[src/rtl/burst_migrator_if.sv]
// Handshake and data signals between the burst migrator and its read/write FIFOs and controller.
// The master side is the migrator; the slave side is its environment.
interface burst_migrator_if #(
  parameter int unsigned DATA_W         = 512,
  parameter int unsigned FIFO_PTR_WIDTH = 6,
  parameter int unsigned MAX_LINES      = 64,
  parameter int unsigned SIZE_W         = 14
);
  localparam int unsigned CNT_W = $clog2(MAX_LINES + 1);

  logic                      migrate_start;
  logic                      abort_i;
  logic [SIZE_W-1:0]         comp_size;
  logic [FIFO_PTR_WIDTH-1:0] rdfifo_rdptr;
  logic                      ld_rdfifo_rdptr;
  logic                      rdfifo_empty;
  logic                      rd_req;
  logic [DATA_W-1:0]         rd_data;
  logic [1:0]                rd_rresp;
  logic                      rd_valid;
  logic                      wrfifo_full;
  logic                      wr_req;
  logic [DATA_W-1:0]         wr_data;
  logic                      migrate_done;
  logic                      err_o;
  logic [CNT_W-1:0]          lines_done;

  modport master (
    input  migrate_start, abort_i, comp_size, rdfifo_empty, rd_data, rd_rresp, rd_valid,
           wrfifo_full,
    output rdfifo_rdptr, ld_rdfifo_rdptr, rd_req, wr_req, wr_data, migrate_done, err_o,
           lines_done
  );

  modport slave (
    output migrate_start, abort_i, comp_size, rdfifo_empty, rd_data, rd_rresp, rd_valid,
           wrfifo_full,
    input  rdfifo_rdptr, ld_rdfifo_rdptr, rd_req, wr_req, wr_data, migrate_done, err_o,
           lines_done
  );
endinterface

[src/rtl/burst_migrator.sv]
// Moves a byte-sized region, one cacheline beat at a time, from a read FIFO to a write FIFO.
// One read outstanding at most; a non-OKAY response parks the block in ERROR until abort.
module burst_migrator #(
  parameter int unsigned DATA_W         = 512,
  parameter int unsigned FIFO_PTR_WIDTH = 6,
  parameter int unsigned MAX_LINES      = 64,
  parameter int unsigned SIZE_W         = 14
) (
  input logic             clk_i,
  input logic             rst_ni,
  burst_migrator_if.master bus
);
  localparam int unsigned CNT_W        = $clog2(MAX_LINES + 1);
  localparam int unsigned BytesPerLine = DATA_W / 8;
  localparam int unsigned ByteShift    = $clog2(BytesPerLine);
  localparam logic [SIZE_W:0] RoundUp     = (SIZE_W + 1)'(BytesPerLine - 1);
  localparam logic [SIZE_W:0] MaxLinesExt = (SIZE_W + 1)'(MAX_LINES);
  localparam logic [FIFO_PTR_WIDTH-1:0] ReloadPtr = '0;

  typedef enum logic [1:0] {
    StIdle  = 2'd0,
    StXfer  = 2'd1,
    StDone  = 2'd2,
    StError = 2'd3
  } state_e;

  state_e state_q, state_d;

  logic [CNT_W-1:0]  target_q, target_d;
  logic [CNT_W-1:0]  issued_q, issued_d;
  logic [CNT_W-1:0]  lines_done_q, lines_done_d;
  logic              outstanding_q, outstanding_d;
  logic              rd_req_q, rd_req_d;
  logic              wr_req_q, wr_req_d;
  logic [DATA_W-1:0] wr_data_q, wr_data_d;
  logic              ld_ptr_q, ld_ptr_d;

  logic [SIZE_W:0]   size_lines;
  logic [CNT_W-1:0]  start_target;
  logic              rd_accept, rd_ok, rd_bad, can_issue, xfer_last;

  // Round the byte count up to whole lines, then clamp to the line budget.
  assign size_lines   = ({1'b0, bus.comp_size} + RoundUp) >> ByteShift;
  assign start_target = (size_lines > MaxLinesExt) ? CNT_W'(MAX_LINES) : CNT_W'(size_lines);

  assign rd_accept = bus.rd_valid & outstanding_q;
  assign rd_ok     = rd_accept & (bus.rd_rresp == 2'b00);
  assign rd_bad    = rd_accept & (bus.rd_rresp != 2'b00);
  assign can_issue = ~bus.rdfifo_empty & ~bus.wrfifo_full & ~outstanding_q &
                     (issued_q < target_q);
  assign xfer_last = wr_req_q & (lines_done_q == target_q);

  always_ff @(posedge clk_i or negedge rst_ni) begin
    if (!rst_ni) begin
      state_q <= StIdle;
    end else begin
      state_q <= state_d;
    end
  end

  always_comb begin
    state_d = state_q;
    case (state_q)
      StIdle: begin
        if (bus.migrate_start && !bus.abort_i) begin
          state_d = (start_target == '0) ? StDone : StXfer;
        end
      end
      StXfer: begin
        if (bus.abort_i) begin
          state_d = StIdle;
        end else if (rd_bad) begin
          state_d = StError;
        end else if (xfer_last) begin
          state_d = StDone;
        end
      end
      StDone: begin
        if (bus.abort_i || !bus.migrate_start) begin
          state_d = StIdle;
        end
      end
      StError: begin
        if (bus.abort_i) begin
          state_d = StIdle;
        end
      end
      default: state_d = StIdle;
    endcase
  end

  always_comb begin
    target_d      = target_q;
    issued_d      = issued_q;
    lines_done_d  = lines_done_q;
    outstanding_d = outstanding_q;
    rd_req_d      = 1'b0;
    wr_req_d      = 1'b0;
    wr_data_d     = '0;
    ld_ptr_d      = 1'b0;
    case (state_q)
      StIdle: begin
        outstanding_d = 1'b0;
        if (bus.migrate_start && !bus.abort_i) begin
          target_d     = start_target;
          issued_d     = '0;
          lines_done_d = '0;
        end
      end
      StXfer: begin
        if (bus.abort_i) begin
          // Drop the in-flight read and rewind the read FIFO.
          outstanding_d = 1'b0;
          ld_ptr_d      = 1'b1;
        end else if (rd_accept) begin
          outstanding_d = 1'b0;
          if (rd_ok && (lines_done_q != target_q)) begin
            wr_req_d     = 1'b1;
            wr_data_d    = bus.rd_data;
            lines_done_d = lines_done_q + 1'b1;
          end
        end else if (can_issue) begin
          rd_req_d      = 1'b1;
          outstanding_d = 1'b1;
          issued_d      = issued_q + 1'b1;
        end
      end
      StDone: begin
        outstanding_d = 1'b0;
        if (bus.abort_i) begin
          ld_ptr_d = 1'b1;
        end
      end
      StError: begin
        outstanding_d = 1'b0;
      end
      default: outstanding_d = 1'b0;
    endcase
  end

  always_ff @(posedge clk_i or negedge rst_ni) begin
    if (!rst_ni) begin
      target_q      <= '0;
      issued_q      <= '0;
      lines_done_q  <= '0;
      outstanding_q <= 1'b0;
      rd_req_q      <= 1'b0;
      wr_req_q      <= 1'b0;
      wr_data_q     <= '0;
      ld_ptr_q      <= 1'b0;
    end else begin
      target_q      <= target_d;
      issued_q      <= issued_d;
      lines_done_q  <= lines_done_d;
      outstanding_q <= outstanding_d;
      rd_req_q      <= rd_req_d;
      wr_req_q      <= wr_req_d;
      wr_data_q     <= wr_data_d;
      ld_ptr_q      <= ld_ptr_d;
    end
  end

  assign bus.rdfifo_rdptr    = ReloadPtr;
  assign bus.ld_rdfifo_rdptr = ld_ptr_q;
  assign bus.rd_req          = rd_req_q;
  assign bus.wr_req          = wr_req_q;
  assign bus.wr_data         = wr_data_q;
  assign bus.migrate_done    = (state_q == StDone);
  assign bus.err_o           = (state_q == StError);
  assign bus.lines_done      = lines_done_q;
endmodule
[src/flat_wrapper.sv]
// flat-port wrapper written by rule: the top's interface ports become plain ports
module burst_migrator_flat 
#(
  parameter int unsigned DATA_W         = 512,
  parameter int unsigned FIFO_PTR_WIDTH = 6,
  parameter int unsigned MAX_LINES      = 64,
  parameter int unsigned SIZE_W         = 14
)
  (clk_i, rst_ni, bus_migrate_start, bus_abort_i, bus_comp_size, bus_rdfifo_empty, bus_rd_data, bus_rd_rresp, bus_rd_valid, bus_wrfifo_full, bus_rdfifo_rdptr, bus_ld_rdfifo_rdptr, bus_rd_req, bus_wr_req, bus_wr_data, bus_migrate_done, bus_err_o, bus_lines_done);
  burst_migrator_if #(.DATA_W(DATA_W), .FIFO_PTR_WIDTH(FIFO_PTR_WIDTH), .MAX_LINES(MAX_LINES), .SIZE_W(SIZE_W)) bus_i ();
  input logic clk_i;
  input logic rst_ni;
  input wire logic [$bits(bus_i.migrate_start)-1:0] bus_migrate_start;
  input wire logic [$bits(bus_i.abort_i)-1:0] bus_abort_i;
  input wire logic [$bits(bus_i.comp_size)-1:0] bus_comp_size;
  input wire logic [$bits(bus_i.rdfifo_empty)-1:0] bus_rdfifo_empty;
  input wire logic [$bits(bus_i.rd_data)-1:0] bus_rd_data;
  input wire logic [$bits(bus_i.rd_rresp)-1:0] bus_rd_rresp;
  input wire logic [$bits(bus_i.rd_valid)-1:0] bus_rd_valid;
  input wire logic [$bits(bus_i.wrfifo_full)-1:0] bus_wrfifo_full;
  output wire logic [$bits(bus_i.rdfifo_rdptr)-1:0] bus_rdfifo_rdptr;
  output wire logic [$bits(bus_i.ld_rdfifo_rdptr)-1:0] bus_ld_rdfifo_rdptr;
  output wire logic [$bits(bus_i.rd_req)-1:0] bus_rd_req;
  output wire logic [$bits(bus_i.wr_req)-1:0] bus_wr_req;
  output wire logic [$bits(bus_i.wr_data)-1:0] bus_wr_data;
  output wire logic [$bits(bus_i.migrate_done)-1:0] bus_migrate_done;
  output wire logic [$bits(bus_i.err_o)-1:0] bus_err_o;
  output wire logic [$bits(bus_i.lines_done)-1:0] bus_lines_done;
  assign bus_i.migrate_start = bus_migrate_start;
  assign bus_i.abort_i = bus_abort_i;
  assign bus_i.comp_size = bus_comp_size;
  assign bus_i.rdfifo_empty = bus_rdfifo_empty;
  assign bus_i.rd_data = bus_rd_data;
  assign bus_i.rd_rresp = bus_rd_rresp;
  assign bus_i.rd_valid = bus_rd_valid;
  assign bus_i.wrfifo_full = bus_wrfifo_full;
  assign bus_rdfifo_rdptr = bus_i.rdfifo_rdptr;
  assign bus_ld_rdfifo_rdptr = bus_i.ld_rdfifo_rdptr;
  assign bus_rd_req = bus_i.rd_req;
  assign bus_wr_req = bus_i.wr_req;
  assign bus_wr_data = bus_i.wr_data;
  assign bus_migrate_done = bus_i.migrate_done;
  assign bus_err_o = bus_i.err_o;
  assign bus_lines_done = bus_i.lines_done;
  burst_migrator #(.DATA_W(DATA_W), .FIFO_PTR_WIDTH(FIFO_PTR_WIDTH), .MAX_LINES(MAX_LINES), .SIZE_W(SIZE_W)) u_core (.clk_i(clk_i), .rst_ni(rst_ni), .bus(bus_i));
endmodule
[config.mk]
export PLATFORM = sky130hd
export DESIGN_NAME = burst_migrator_flat
export DESIGN_NICKNAME = d
export VERILOG_FILES = /design/src/rtl/burst_migrator_if.sv /design/src/rtl/burst_migrator.sv /design/src/flat_wrapper.sv
export SDC_FILE = /design/constraint.sdc
export NUM_CORES = 1
export LEC_CHECK = 0
export ABC_AREA = 1
export CAP_MARGIN = 20
export CORE_AREA = 3 3 412 414
export DETAILED_ROUTE_END_ITERATION = 12
export DIE_AREA = 0 0 415 417
export PLACE_DENSITY_LB_ADDON = 0.1
export SKIP_CTS_REPAIR_TIMING = 1
export SYNTH_ARGS = -nofsm -noshare
export SYNTH_HDL_FRONTEND = slang
export SYNTH_SLANG_ARGS = --single-unit
[constraint.sdc]
create_clock -name clk_i -period 4.5 [get_ports clk_i]
set_input_delay 0.675 -clock clk_i [delete_from_list [all_inputs] [get_ports clk_i]]
set_output_delay 0.675 -clock clk_i [all_outputs]
set_load 0.01 [all_outputs]
==> results.ini, run 1 <==
[sta]
holdWs_ns=0.498
slew_viol_final=0
tightest_slew_ns=0.862
grt_setup_unrepaired=no
hold_viol_final=0
min_period_ns=2.90
max_freq_ghz=0.344
setup_viol=0
slew_headroom=0.425
fin_crit_sh=0.645
tns_ns=0
fin_skew_ns=0.0440

[drt]
drtAntennaViolNets=0
top_layer=met5
vias=15600
wl_met3_um=8190
wire_per_inst_um=20.0
drt-vias-per-instance=2.96
drc=0
drtIter0Drc=610
wl_um=105000
m1WireLength_um=38800
route.met2.wl_um=55600
dr.pass1.iters=4

[clock_network]
clk_latency_ns=0.69
cts_tree=built
htree_levels=3
cts_buffers=77
clk_pin_slew_ns=0.06
cts_buffer_depth=3
cts-root-buf=clkbuf_16
clkSinkCount=539

[setup_path]
rrSetupSlack_ns=1.60
r2r-end=u_core.bus.wr_data[61]
regToRegStartpoint=u_core.state_q[1]
worstPathCellList=inv_1, ha_1, buf_4, inv_1, nor2_1, nand2_8, buf_12, nor2_1
critPathMaxFanout=114
cp.required_ns=5.09
crit_path_max_incr_delay_ns=0.53
startpoint_type=register
worst-path-buf-inv=4
crit_family=simple AND/OR/NAND/NOR gates
slowest_stage=nor2_1
rr_worst_depth=8
cp-end-kind=register
cp.arrival_ns=3.50
setup.worst_path.class=reg -> reg

[synth]
ys_ff_latch=539
synthAdderAreaFrac=0.00856
syn_area_um2=19000
synth.top_cell.area_share=0.710
syn_inst=1888
synth_mux_area_frac=0
synth_compound_area_frac=0.00533
ys_warn_count=0
synth.distinct_cells=24
yosys.area_share.simple=0.141
ys_seq_area_frac=0.710
synth_xor_xnor_area_share=0.00691
synth.avg_cell_area_um2=10.1
synth_top_cell_by_area=dfrtp_1
ys_top_cells_by_area=dfrtp_1, inv_1, nor2_1
synth_top_family_by_area=simple AND/OR/NAND/NOR gates

[global_routing]
grt_usage=0.119
grt_overflow=0
grt_max_degree=115
grt_pass1_wl_um=143000
grt_pass1_vias=16900
antenna_found_initial=51

[placed_design]
hpwl_um=83100
gp_congestion=0.753
io_buffers=1058

[floorplan]
placementRows=150
ios=1065
die_x_um=415
die_area_um2=173000
initial_utilization=0.114
core_um2=167000
die_h_um=417

[power]
p_sw_uw=3300
leakage_uw=0.0175
swShare=0.263
power.internal_uw=9280
power.total_uw=12600
p_comb_frac=0.104
sequentialPowerShare=0.399
power_frac_clock=0.497
ir_drop_uv=235
power.density_nw_per_um2=360

[hold_path]
min_to=u_core.bus.wr_data[373]
holdCritPathClass=in -> reg
hold_start=bus_rd_data[373]
hold_depth=3

[cells_and_area]
final_util=0.210
area_growth_pct=84.0
layout.nets=3537
drive_gt1_frac=0.0508

[run_status]
outcome=finished, final reports clean

[run]
drv_cap=0

[power groups by stage]
stage | sequential [µW] | clock, µW | combinational, µW
global placement | 5110 | 0 | 1350
global route | 5030 | 6770 | 1470
finish | 5020 | 6260 | 1300
floorplan | 5110 | 0 | 409
detailed placement | 5110 | 0 | 1340
CTS | 5020 | 6590 | 1350
[kinds of logic (layout without fill, tap and decap cells)]
logic type	Yosys count	count (layout)
buffers and inverters	618	1776
adder cells (fa/ha/maj)	13	13
AO/OA/AOI/OAI	16	16
other	1	24
XOR/XNOR	15	15
AND/OR/NAND/NOR	686	686
flip-flops	539	539
[synthesized netlist by cell type]
library cell and number:
inv_1 552, dfrtp_1 539, nor2_1 536, nand2_1 96
buf_2 44, nand3_1 33, nand4_1 14, ha_1 13
o21ai_0 9, xor2_1 9, clkbuf_1 8, buf_6 7
buf_4 6, xnor2_1 6, nor3_1 4, a21oi_1 3
nand3b_1 2, a211oi_4 1, a31oi_1 1, clkinv_1 1
conb_1 1, nand2_4 1, o211ai_1 1, o21a_1 1
[layout by cell type (no fill, tap or decap), types with 2 or more instances in the layout]
cell / count
o21ai_0: 9
clkbuf_1: 12
inv_1: 552
nand2_1: 96
xor2_1: 9
buf_12: 8
clkbuf_16: 77
nor3_1: 4
bufinv_16: 2
nand4_1: 14
diode_2: 18
clkinvlp_4: 3
clkdlybuf4s50_1: 1057
xnor2_1: 6
clkbuf_8: 21
dfrtp_1: 539
nand3b_1: 2
buf_4: 15
nor2_1: 536
nand3_1: 33
ha_1: 13
a21oi_1: 3
clkinv_2: 19
clkinv_16: 5
conb_1: 6
[layout make-up]
cell class	count	area, µm²
clock inverter	31	364
fill	18400	132000
antenna	18	45.0
inverter	553	2080
timing repair buffer	1082	10900
multi-input combinational	736	3100
clock buffer	110	2260
sequential	539	13500
tap	2204	2760
[flip-flops by register name, indices dropped and copies added, names as in the netlist]
name	flops
u_core.bus.wr_req	1
u_core.bus.lines_done	7
u_core.state_q	2
u_core.outstanding_q	1
u_core.bus.ld_rdfifo_rdptr	1
u_core.issued_q	7
u_core.bus.rd_req	1
u_core.target_q	7
u_core.bus.wr_data	512
[worst reg2reg max path, cell delays in order, from the launching register on]
cell     delay (ns)
dfrtp_1        0.41
inv_1          0.11
ha_1           0.15
buf_4          0.18
inv_1          0.19
nor2_1         0.53
nand2_8        0.40
buf_12         0.49
nor2_1         0.38
[through the flow]
stage | setup slack (ns) | instances | instance area, µm²
final | 1.60 | 5273 | 35000
after global routing | 1.34 | 5268 | 35000
after CTS | 1.54 | 5254 | 34900
after detailed placement | 1.25 | 5113 | 32300
after global placement | 1.36 | 5113 | 32300
after floorplan | 2.53 | 1893 | 19000
[metal layers]
layer / track usage / vias up
li1: - / 7450
met3: 0.0441 / 165
met5: 0 / -
met1: 0.127 / 7405
met2: 0.214 / 590
met4: 0.0433 / 12
[worst max path at each step]
stage | slack [ns] | from | end | depth (start not counted)
floorplan | 2.53 | u_core.state_q[1] | u_core.issued_q[3] | 10
global placement | 1.36 | bus_rd_rresp[1] | u_core.bus.wr_data[336] | 7
detailed placement | 1.25 | bus_rd_rresp[1] | u_core.bus.wr_data[265] | 7
CTS | 1.54 | u_core.state_q[1] | u_core.bus.wr_data[425] | 8
global route | 1.34 | u_core.state_q[1] | u_core.issued_q[1] | 11
finish | 1.60 | u_core.state_q[1] | u_core.bus.wr_data[61] | 8
Note: power is estimated with default switching activity, not from simulation.
==> run 2: changes to the inputs <==
--- a/config.mk
+++ b/config.mk
@@ -7,9 +7,9 @@
 export LEC_CHECK = 0
 export ABC_AREA = 1
 export CAP_MARGIN = 20
-export CORE_AREA = 3 3 412 414
+export CORE_AREA = 3 3 415 417
 export DETAILED_ROUTE_END_ITERATION = 12
-export DIE_AREA = 0 0 415 417
+export DIE_AREA = 0 0 418 420
 export PLACE_DENSITY_LB_ADDON = 0.1
 export SKIP_CTS_REPAIR_TIMING = 1
 export SYNTH_ARGS = -nofsm -noshare
==> constraint.sdc (replaced) <==
create_clock -name clk_i -period 2.79 [get_ports clk_i]
set_input_delay 0.4185 -clock clk_i [delete_from_list [all_inputs] [get_ports clk_i]]
set_output_delay 0.4185 -clock clk_i [all_outputs]
set_load 0.01 [all_outputs]
==> run 2 against run 1 <==
Compared with the run above: design area grew 1.4%; sequential share of layout area shrank 0.53 points; critical path depth shrank 5; sequential cell count is the same; clock skew shrank 0.015 ns; non-clock buffer count grew 32; power grew 65%; utilization is essentially flat; critical endpoint is now bus_migrate_done; largest cell class unchanged; largest power group unchanged; highest routed layer unchanged.
==> results.ini, run 2 (same netlist as run 1, synthesis figures left out) <==
[run_status]
outcome=finished, final reports clean

[sta]
fin_skew_ns=0.0294
setup_viol=0
hold_viol_final=0
fin_ws_ns=0.335
fin_crit_sh=0.880
tightest_slew_ns=0.826
slew_viol_final=0
max_freq_ghz=0.407
slew_headroom=0.449
tns_ns=0
min_period_ns=2.46
grt_setup_unrepaired=no

[drt]
drc=0
drtIter0Drc=580
drtAntennaViolNets=0
wire_per_inst_um=19.6
drt-vias-per-instance=2.95
vias=15600
dr.pass1.iters=4
wl_um=104000

[setup_path]
critPathMaxFanout=5
setup.worst_path.class=reg -> out
startpoint_type=register
rr_worst_depth=9
cp-end-kind=output port
critical_path.endpoint=bus_migrate_done
crit_start=u_core.state_q[0]
rrSetupSlack_ns=0.56
r2r-end=u_core.issued_q[1]
cp.arrival_ns=2.04
cp.required_ns=2.37
regToRegStartpoint=u_core.issued_q[2]

[placed_design]
io_buffers=1058
place_area_um2=32700
pre_cts_ws_ns=0.352
hpwl_um=84000
gp_congestion=0.763

[global_routing]
grt_overflow=0
grt_pass1_wl_um=141000
grt_max_degree=62
grt_usage=0.114
grt_pass1_vias=16700
antenna_found_initial=39

[clock_network]
cts_buffers=78
htree_levels=3
cts_buffer_depth=3
cts_tree=built
clk_pin_slew_ns=0.06
cts-root-buf=clkbuf_16
clkSinkCount=539
clk_latency_ns=0.66

[cells_and_area]
fin_area_um2=35500
largest_reg_flops=512
area_growth_pct=86.5
layout_commonest_cell=clkdlybuf4s50_1
final_cell_mix=clkdlybuf4s50_1, inv_1, dfrtp_1
layout.nets=3570
final_util=0.210
drive_gt1_frac=0.0607

[power]
power.density_nw_per_um2=587
ir_drop_uv=365
leakage_uw=0.0178
power.total_uw=20800

[floorplan]
initial_utilization=0.112
core_um2=169000
die_h_um=420
ios=1065
die_area_um2=176000
die_x_um=418
placementRows=151

[hold_path]
holdCritPathClass=in -> reg

[run]
drv_cap=0

run 2: cell count changes in the layout (fill, tap and decap cells not counted):
| cell | delta |
|---|---|
| bufinv_16 | +3 |
| clkinv_2 | -11 |
| clkinv_8 | +1 |
| clkbuf_8 | +5 |
| buf_12 | +12 |
| inv_6 | +5 |
| diode_2 | -9 |
| clkinv_16 | -4 |
| clkbuf_16 | +4 |
| buf_4 | +20 |
| clkinvlp_4 | -3 |
| clkbuf_1 | -4 |
run 2: power breakdown:
part           switching (µW)  leakage [µW]  internal (µW)
Sequential                122       0.00752           7980
Clock                    4100       0.00135           6470
Combinational            1010       0.00893           1140
Total                    5230        0.0178          15600
run 2: critical path, cell delays in order (launching register included):
cell and delay (ns):
dfrtp_1 0.42, inv_1 0.10, ha_1 0.24, clkdlybuf4s50_1 0.61
run 2: final cells by class:
class                   count  area (µm²)
diodes                      9        22.5
clock buffers             115        2410
clock inverters            22         317
fillers                 18600      134000
inverters                 553        2080
multi-input cells         736        3100
flip-flops and latches    539       13500
well taps                2218        2780
repair buffers           1114       11300
run 2: worst min path at each step:
stage	start	depth (start not counted)	to	slack [ns]
floorplan	rst_ni	0	u_core.bus.ld_rdfifo_rdptr	0.12
global placement	u_core.state_q[1]	2	u_core.state_q[1]	0.54
detailed placement	u_core.state_q[1]	2	u_core.state_q[1]	0.54
CTS	rst_ni	1	u_core.bus.wr_data[140]	-0.22
global route	bus_rd_data[31]	3	u_core.bus.wr_data[31]	0.20
finish	bus_rd_data[31]	3	u_core.bus.wr_data[31]	0.27
run 2: per-stage QoR:
step                hold WS (ns)  std cells
global route               0.203       5300
finish                     0.266       5306
CTS                       -0.224       5296
global placement           0.538       5159
detailed placement         0.537       5159
floorplan                  0.123       1893
run 2: layer usage:
metal	up-vias	routed length [µm]	track usage
li1	7509	-	-
met1	7376	38000	0.122
met2	599	54900	0.208
met3	155	8910	0.0441
met4	6	2110	0.0337
met5	-	42	0
